## src/rtl/alu_pkg.sv

```systemverilog
// Shared types for the ALU/shifter pipeline: data-processing opcodes,
// shifter operand encodings and the bit positions inside the flag register.
package alu_pkg;

    typedef enum logic [3:0] {
        OP_AND = 4'h0, OP_EOR = 4'h1, OP_SUB = 4'h2, OP_RSB = 4'h3,
        OP_ADD = 4'h4, OP_ADC = 4'h5, OP_SBC = 4'h6, OP_RSC = 4'h7,
        OP_TST = 4'h8, OP_TEQ = 4'h9, OP_CMP = 4'hA, OP_CMN = 4'hB,
        OP_ORR = 4'hC, OP_MOV = 4'hD, OP_BIC = 4'hE, OP_MVN = 4'hF
    } opcode_e;

    typedef enum logic [2:0] {
        ST_IMM_SHIFT = 3'b000,
        ST_ROT_IMM   = 3'b001,
        ST_LS_IMM    = 3'b010,
        ST_LS_REG    = 3'b011
    } shift_type_e;

    typedef enum logic [1:0] {
        SK_LSL = 2'b00,
        SK_LSR = 2'b01,
        SK_ASR = 2'b10,
        SK_ROR = 2'b11
    } shift_kind_e;

    localparam int FLAG_V = 3;
    localparam int FLAG_C = 2;
    localparam int FLAG_Z = 1;
    localparam int FLAG_N = 0;

    // TST/TEQ/CMP/CMN: no register write, flags always updated.
    function automatic logic is_compare(input logic [3:0] op);
        return op[3:2] == 2'b10;
    endfunction

endpackage

```

## src/rtl/barrel_shifter.sv

```systemverilog
// Combinational shifter operand generator. Anything that depends on the
// carry flag is reported (needs_c_o / c_to_msb_o) rather than computed here.
module barrel_shifter
    import alu_pkg::*;
#(
    parameter int WIDTH = 32
) (
    input  logic [WIDTH-1:0] rm_i,
    input  logic [11:0]      shift_ctl_i,
    input  logic [2:0]       shift_type_i,
    output logic [WIDTH-1:0] value_o,
    output logic             carry_o,
    output logic             needs_c_o,
    output logic             c_to_msb_o
);

    localparam int IW = $clog2(WIDTH);

    function automatic logic [WIDTH-1:0] ror(input logic [WIDTH-1:0] v, input logic [4:0] n);
        if (n == 5'd0) return v;
        return (v >> n) | (v << (WIDTH - int'(n)));
    endfunction

    logic [4:0]       amt;
    logic [4:0]       rot;
    shift_kind_e      kind;
    logic [IW-1:0]    lsl_idx;
    logic [IW-1:0]    lsr_idx;
    logic [WIDTH-1:0] rot_val;

    always_comb begin
        amt        = shift_ctl_i[11:7];
        kind       = shift_kind_e'(shift_ctl_i[6:5]);
        rot        = {shift_ctl_i[11:8], 1'b0};
        lsl_idx    = IW'(WIDTH - int'(amt));
        lsr_idx    = IW'(int'(amt) - 1);
        rot_val    = ror(WIDTH'(shift_ctl_i[7:0]), rot);
        value_o    = rm_i;
        carry_o    = 1'b0;
        needs_c_o  = 1'b0;
        c_to_msb_o = 1'b0;
        case (shift_type_i)
            ST_IMM_SHIFT: begin
                if (amt == 5'd0) begin
                    // Zero amount encodes LSR#32, ASR#32 and RRX.
                    case (kind)
                        SK_LSL: needs_c_o = 1'b1;
                        SK_LSR: begin
                            value_o = '0;
                            carry_o = rm_i[WIDTH-1];
                        end
                        SK_ASR: begin
                            value_o = {WIDTH{rm_i[WIDTH-1]}};
                            carry_o = rm_i[WIDTH-1];
                        end
                        SK_ROR: begin
                            value_o    = {1'b0, rm_i[WIDTH-1:1]};
                            carry_o    = rm_i[0];
                            c_to_msb_o = 1'b1;
                        end
                    endcase
                end else begin
                    case (kind)
                        SK_LSL: begin
                            value_o = rm_i << amt;
                            carry_o = rm_i[lsl_idx];
                        end
                        SK_LSR: begin
                            value_o = rm_i >> amt;
                            carry_o = rm_i[lsr_idx];
                        end
                        SK_ASR: begin
                            value_o = $unsigned($signed(rm_i) >>> amt);
                            carry_o = rm_i[lsr_idx];
                        end
                        SK_ROR: begin
                            value_o = ror(rm_i, amt);
                            carry_o = rm_i[lsr_idx];
                        end
                    endcase
                end
            end
            ST_ROT_IMM: begin
                value_o   = rot_val;
                carry_o   = rot_val[WIDTH-1];
                needs_c_o = (rot == 5'd0);
            end
            ST_LS_IMM: begin
                value_o   = WIDTH'(shift_ctl_i);
                needs_c_o = 1'b1;
            end
            default: begin
                value_o   = rm_i;
                needs_c_o = 1'b1;
            end
        endcase
    end

endmodule

```

## src/rtl/alu_shifter_pipe.sv

```systemverilog
// Two-stage data-processing pipe: S1 holds the shifter output, S2 the ALU
// operands; result and flag update are evaluated from S2 and committed flags.
module alu_shifter_pipe
    import alu_pkg::*;
#(
    parameter int WIDTH = 32
) (
    input  logic             clk,
    input  logic             reset_n,
    input  logic             in_valid,
    output logic             in_ready,
    input  logic [3:0]       opcode,
    input  logic             set_flags,
    input  logic [WIDTH-1:0] op_a,
    input  logic [WIDTH-1:0] rm,
    input  logic [11:0]      shift_ctl,
    input  logic [2:0]       shift_type,
    input  logic             flush,
    output logic             out_valid,
    input  logic             out_ready,
    output logic [WIDTH-1:0] result,
    output logic             wr_en,
    output logic [3:0]       flags
);

    typedef struct packed {
        opcode_e          op;
        logic             set_flags;
        logic [WIDTH-1:0] a;
        logic [WIDTH-1:0] b;
        logic             carry;
        logic             needs_c;
        logic             c_to_msb;
    } stage_t;

    stage_t s1_q, s1_d, s2_q;
    logic   s1_valid_q, s1_valid_d, s2_valid_q, s2_valid_d;
    logic   s1_adv, s2_adv;
    logic [3:0] flags_q, flags_d;
    logic   commit;

    logic [WIDTH-1:0] sh_val;
    logic             sh_carry, sh_needs_c, sh_c_to_msb;

    barrel_shifter #(.WIDTH(WIDTH)) u_shifter (
        .rm_i         (rm),
        .shift_ctl_i  (shift_ctl),
        .shift_type_i (shift_type),
        .value_o      (sh_val),
        .carry_o      (sh_carry),
        .needs_c_o    (sh_needs_c),
        .c_to_msb_o   (sh_c_to_msb)
    );

    assign s2_adv    = !s2_valid_q || out_ready;
    assign s1_adv    = !s1_valid_q || s2_adv;
    assign in_ready  = s1_adv;
    assign out_valid = s2_valid_q;
    assign flags     = flags_q;

    always_comb begin
        s1_d           = '0;
        s1_d.op        = opcode_e'(opcode);
        s1_d.set_flags = set_flags;
        s1_d.a         = op_a;
        s1_d.b         = sh_val;
        s1_d.carry     = sh_carry;
        s1_d.needs_c   = sh_needs_c;
        s1_d.c_to_msb  = sh_c_to_msb;
    end

    always_comb begin
        s1_valid_d = s1_valid_q;
        s2_valid_d = s2_valid_q;
        if (flush) begin
            s1_valid_d = 1'b0;
            s2_valid_d = 1'b0;
        end else begin
            if (s2_adv) s2_valid_d = s1_valid_q;
            if (s1_adv) s1_valid_d = in_valid;
        end
    end

    // S2 evaluation: carry-dependent operand bits are resolved here against
    // the committed flags, so a back-to-back successor sees fresh C.
    logic             c_in, sh_c, arith, alu_cin, ovf;
    logic [WIDTH-1:0] op_b, alu_x, alu_y, logic_res, res;
    logic [WIDTH:0]   sum;

    always_comb begin
        c_in = flags_q[FLAG_C];
        op_b = s2_q.b;
        if (s2_q.c_to_msb) op_b[WIDTH-1] = c_in;
        sh_c      = s2_q.needs_c ? c_in : s2_q.carry;
        alu_x     = s2_q.a;
        alu_y     = op_b;
        alu_cin   = 1'b0;
        arith     = 1'b0;
        logic_res = '0;
        case (s2_q.op)
            OP_AND, OP_TST: logic_res = s2_q.a & op_b;
            OP_EOR, OP_TEQ: logic_res = s2_q.a ^ op_b;
            OP_SUB, OP_CMP: begin arith = 1'b1; alu_y = ~op_b; alu_cin = 1'b1; end
            OP_RSB:         begin arith = 1'b1; alu_x = op_b; alu_y = ~s2_q.a; alu_cin = 1'b1; end
            OP_ADD, OP_CMN: arith = 1'b1;
            OP_ADC:         begin arith = 1'b1; alu_cin = c_in; end
            OP_SBC:         begin arith = 1'b1; alu_y = ~op_b; alu_cin = c_in; end
            OP_RSC:         begin arith = 1'b1; alu_x = op_b; alu_y = ~s2_q.a; alu_cin = c_in; end
            OP_ORR:         logic_res = s2_q.a | op_b;
            OP_MOV:         logic_res = op_b;
            OP_BIC:         logic_res = s2_q.a & ~op_b;
            OP_MVN:         logic_res = ~op_b;
        endcase
        sum = {1'b0, alu_x} + {1'b0, alu_y} + {{WIDTH{1'b0}}, alu_cin};
        res = arith ? sum[WIDTH-1:0] : logic_res;
        ovf = (alu_x[WIDTH-1] == alu_y[WIDTH-1]) && (sum[WIDTH-1] != alu_x[WIDTH-1]);

        flags_d         = flags_q;
        flags_d[FLAG_N] = res[WIDTH-1];
        flags_d[FLAG_Z] = (res == '0);
        flags_d[FLAG_C] = arith ? sum[WIDTH] : sh_c;
        if (arith) flags_d[FLAG_V] = ovf;
    end

    assign result = res;
    assign wr_en  = !is_compare(s2_q.op);
    assign commit = s2_valid_q && out_ready && !flush &&
                    (s2_q.set_flags || is_compare(s2_q.op));

    always_ff @(posedge clk or negedge reset_n) begin
        if (!reset_n) begin
            s1_valid_q <= 1'b0;
            s2_valid_q <= 1'b0;
            s1_q       <= '0;
            s2_q       <= '0;
            flags_q    <= 4'b0000;
        end else begin
            s1_valid_q <= s1_valid_d;
            s2_valid_q <= s2_valid_d;
            if (s1_adv && in_valid)     s1_q    <= s1_d;
            if (s2_adv && s1_valid_q)   s2_q    <= s1_q;
            if (commit)                 flags_q <= flags_d;
        end
    end

endmodule
```

## config.mk

```make
export PLATFORM = sky130hd
export DESIGN_NAME = alu_shifter_pipe
export DESIGN_NICKNAME = d
export VERILOG_FILES = /design/src/rtl/alu_pkg.sv /design/src/rtl/barrel_shifter.sv /design/src/rtl/alu_shifter_pipe.sv
export SDC_FILE = /design/constraint.sdc
export NUM_CORES = 1
export LEC_CHECK = 0
export BUFFER_PORTS_ARGS = -buffer_cell sky130_fd_sc_hd__buf_2
export CAP_MARGIN = 20
export CELL_PAD_IN_SITES_DETAIL_PLACEMENT = 2
export CELL_PAD_IN_SITES_GLOBAL_PLACEMENT = 2
export CORE_MARGIN = 2
export CORE_UTILIZATION = 30
export DETAILED_ROUTE_END_ITERATION = 8
export PLACE_DENSITY_LB_ADDON = 0.15
export SLEW_MARGIN = 20
export SYNTH_ARGS = -nofsm -noshare
export SYNTH_HDL_FRONTEND = slang
export SYNTH_SLANG_ARGS = --single-unit
```

## constraint.sdc

```tcl
create_clock -name clk -period 7.7 [get_ports clk]
set_input_delay 0.385 -clock clk [delete_from_list [all_inputs] [get_ports clk]]
set_output_delay 0.385 -clock clk [all_outputs]
set_load 0.05 [all_outputs]
```

==> results.yml <==
outcome:
  status: "complete, no violations"
clocking:
  cts_buffers: 17
  clk_path_buf_depth: 2
  htreeDepth: 4
  tritoncts: "built"
  ctsRootBufferMaster: "clkbuf_16"
  cts.sinks: 150
  clkLatencyLatePin_ns: 0.46
  path_clk_slew_ns: 0.08
  cts_setup_buffers: 0
cells_and_area:
  fin_nets: 2575
  drive_gt1_share_pct: 17.02
  nFillCells: 7022
  postLayoutCellArea_mm2: 0.01993
  area_growth_pct: 10.15
sta:
  slew_viol_final: 0
  tightest_slew_ns: 1.081
  hold_violations: 0
  setup_viol: 0
  rsz0062_at_grt: "no"
  finClkSkew_ns: 0.01587
  slew_headroom_pct: 27.72
  max_freq_mhz: 172.7
  setup_tns_ns: 0
  min_period_ns: 5.791
  period_share_pct: 75.21
worst_setup_path:
  end_kind: "primary output"
  worstPathMaxFanout: 48
  r2r_slack_ns: 2.08
  critPathSlowestCell: "or2_2"
  crit_type: "reg -> out"
  startpoint_type: "flip-flop"
  critPathRequiredTime_ns: 7.32
  max_stage_delay_ns: 0.66
  cp.arrival_ns: 5.41
  crit_path_cell_trace: "nand2_1 -> or2_2 -> nor2_1 -> a211oi_1 -> fa_1 -> inv_1 -> fa_1 -> a21o_1 -> a221o_2 -> a211oi_1 -> o21a_1 -> nor3_1 -> a2111o_1 -> o211ai_1 -> buf_2"
pwr:
  cellLeakagePower_uw: 0.008376
  peakVddDrop_uv: 164.2
  p_total_uw: 5897
  cellPowerDensity_mw_per_mm2: 295.9
job:
  maxCapViolCount: 0
global_routing:
  grt-ovfl-total: 0
  antenna_found_initial: 1
  grt_max_degree: 77
  track_usage_pct: 30.59
  grt_pass1_wl_um: 143500
  first_global_vias: 21310
synthesis:
  synth_top_cells_by_count: "nand2_1, o21ai_0, a21oi_1, nor2_1, clkbuf_1"
  ys_types: 83
  synth.area.top_cells: "dfrtp_1, mux2_2, nand2_1"
  syn_nets: 2590
  async_flop_share_pct: 100.0
  ys_warn_count: 0
  yosys_most_used_dff: "dfrtp_1"
  seq_area_frac_synth_pct: 20.75
  yosys.area.top_type_share_pct: 20.75
  yosysTopAreaCell: "dfrtp_1"
  avgSynthCellArea_um2: 7.451
  syn_area_mm2: 0.01809
  synth_cells: 2428
  yosysMostFrequentCell: "nand2_1"
  synth_seq_cells: 150
  synth_edf_count: 0
route:
  dr_wl_met2_um: 45450
  drt-initial-drc-count: 1458
  top_layer: "met4"
  wl_met1_um: 41100
  via_count: 20340
  drcViolationCount: 0
  ant_nets: 0
  vias_per_cell: 6.335
  wl_um: 96770
  dr_wl_met3_um: 4596
  wl_per_cell_um: 30.14
  drt_first_pass_iters: 5
die:
  die_w_um: 249.6
  core_mm2: 0.06002
  die_y_um: 249.6
  placementRows: 90
  dieArea_mm2: 0.06229
  start_util_pct: 30.14
  ioPinCount: 128
place:
  placed_area_mm2: 0.01929
  dp_hpwl_um: 70440
  io_buffer_count: 127
  globalplace.congestion: 0.9781
worst_hold_path:
  hp-class: "in -> reg"
## layout by cell type, fill, tap and decap left out, types with 11 or more instances in the layout
master,instances
or3_1,11
o221ai_1,19
and2_1,15
dfrtp_1,148
ha_1,71
nor2b_1,17
clkbuf_16,17
a2111oi_0,11
nor3_1,65
a22oi_1,12
a21o_1,21
nand2_1,366
mux4_2,37
mux2_2,127
nand2b_1,13
a31oi_1,25
a211oi_1,62
o21ai_0,265
inv_1,85
o22ai_1,25
a221oi_1,29
a21oi_1,203
buf_2,125
nand4_1,11
mux2i_1,129
o211ai_1,20
xnor2_1,20
nand3_1,32
buf_4,51
nor2_1,196
o31ai_1,14
## report_power, final
group          internal, uW  switching [uW]
clock network           444             439
logic                  1210            2670
registers               917             217
## final cells by class
type                    count  area (um2)  share of cell area [%]
diodes                      3       7.507                 0.03767
repair buffers            178        1030                   5.167
clock inverters            15       188.9                  0.9481
flip-flops and latches    150        3756                   18.85
well taps                 782       978.4                   4.910
inverters                  92       345.3                   1.733
clock buffers              17       425.4                   2.135
multi-input cells        1974       13200                   66.22
## final timing paths
path	depth (start not counted)	startpoint	to
worst max-delay path	15	s2_q[68]	result[30]
worst min-delay path	3	op_a[9]	s1_q[44]
worst max register to register	17	s2_q[68]	flags[1]
worst min register to register	2	s1_q[46]	s1_q[46]
max in group asynchronous	3	reset_n	s1_q[25]
min in group asynchronous	2	reset_n	s2_q[62]
## critical path, delay by kind of cell (launching register included)
family | cells | cell delay [ns]
buf+inv | 2 | 0.40
fa+ha+maj | 2 | 0.74
flops | 1 | 0.56
simple gates | 4 | 1.13
compound gates | 7 | 2.11
## through the flow
stage | cells | utilization (%) | worst slack, ns | hold slack (ns)
3_5_place_dp | 3175 | 32.15 | 2.118 | 0.4633
4_1_cts | 3208 | 33.19 | 1.857 | 0.08030
6_report | 3211 | 33.20 | 1.909 | 0.1083
3_3_place_gp | 3175 | 32.15 | 2.249 | 0.4539
5_1_grt | 3208 | 33.19 | 1.535 | 0.1087
2_1_floorplan | 2428 | - | 1.832 | 0.08941
## cell families (layout without fill, tap and decap cells)
group | count (synthesis) | count (layout) | synth area share [%]
other cells | 0 | 3 | 0
simple gates | 777 | 777 | 18.65
buf+inv | 304 | 302 | 6.626
compound gates | 802 | 802 | 27.75
flops | 150 | 150 | 20.75
mux | 293 | 293 | 19.65
fa+ha+maj | 73 | 73 | 5.132
xor+xnor | 29 | 29 | 1.445
## state kept, by name, indices dropped and copies added, names as in the netlist
register,flops
s1_valid_q,1
flags,4
s1_q,72
out_valid,1
op_b,31
s2_q,41
## metal layers
layer | GRT usage, % | vias up
met3 | 3.546 | 234
met2 | 51.02 | 709
met4 | 16.08 | 0
met1 | 38.82 | 10520
li1 | - | 8878
met5 | 0 | -
## repair_timing
| item | CTS | global route |
|---|---|---|
| resized for setup | 0 | 0 |
| endpoints found under the hold margin | 28 | 0 |
| hold buffers | 1 | 0 |
Note: power is estimated with default switching activity, not from simulation.
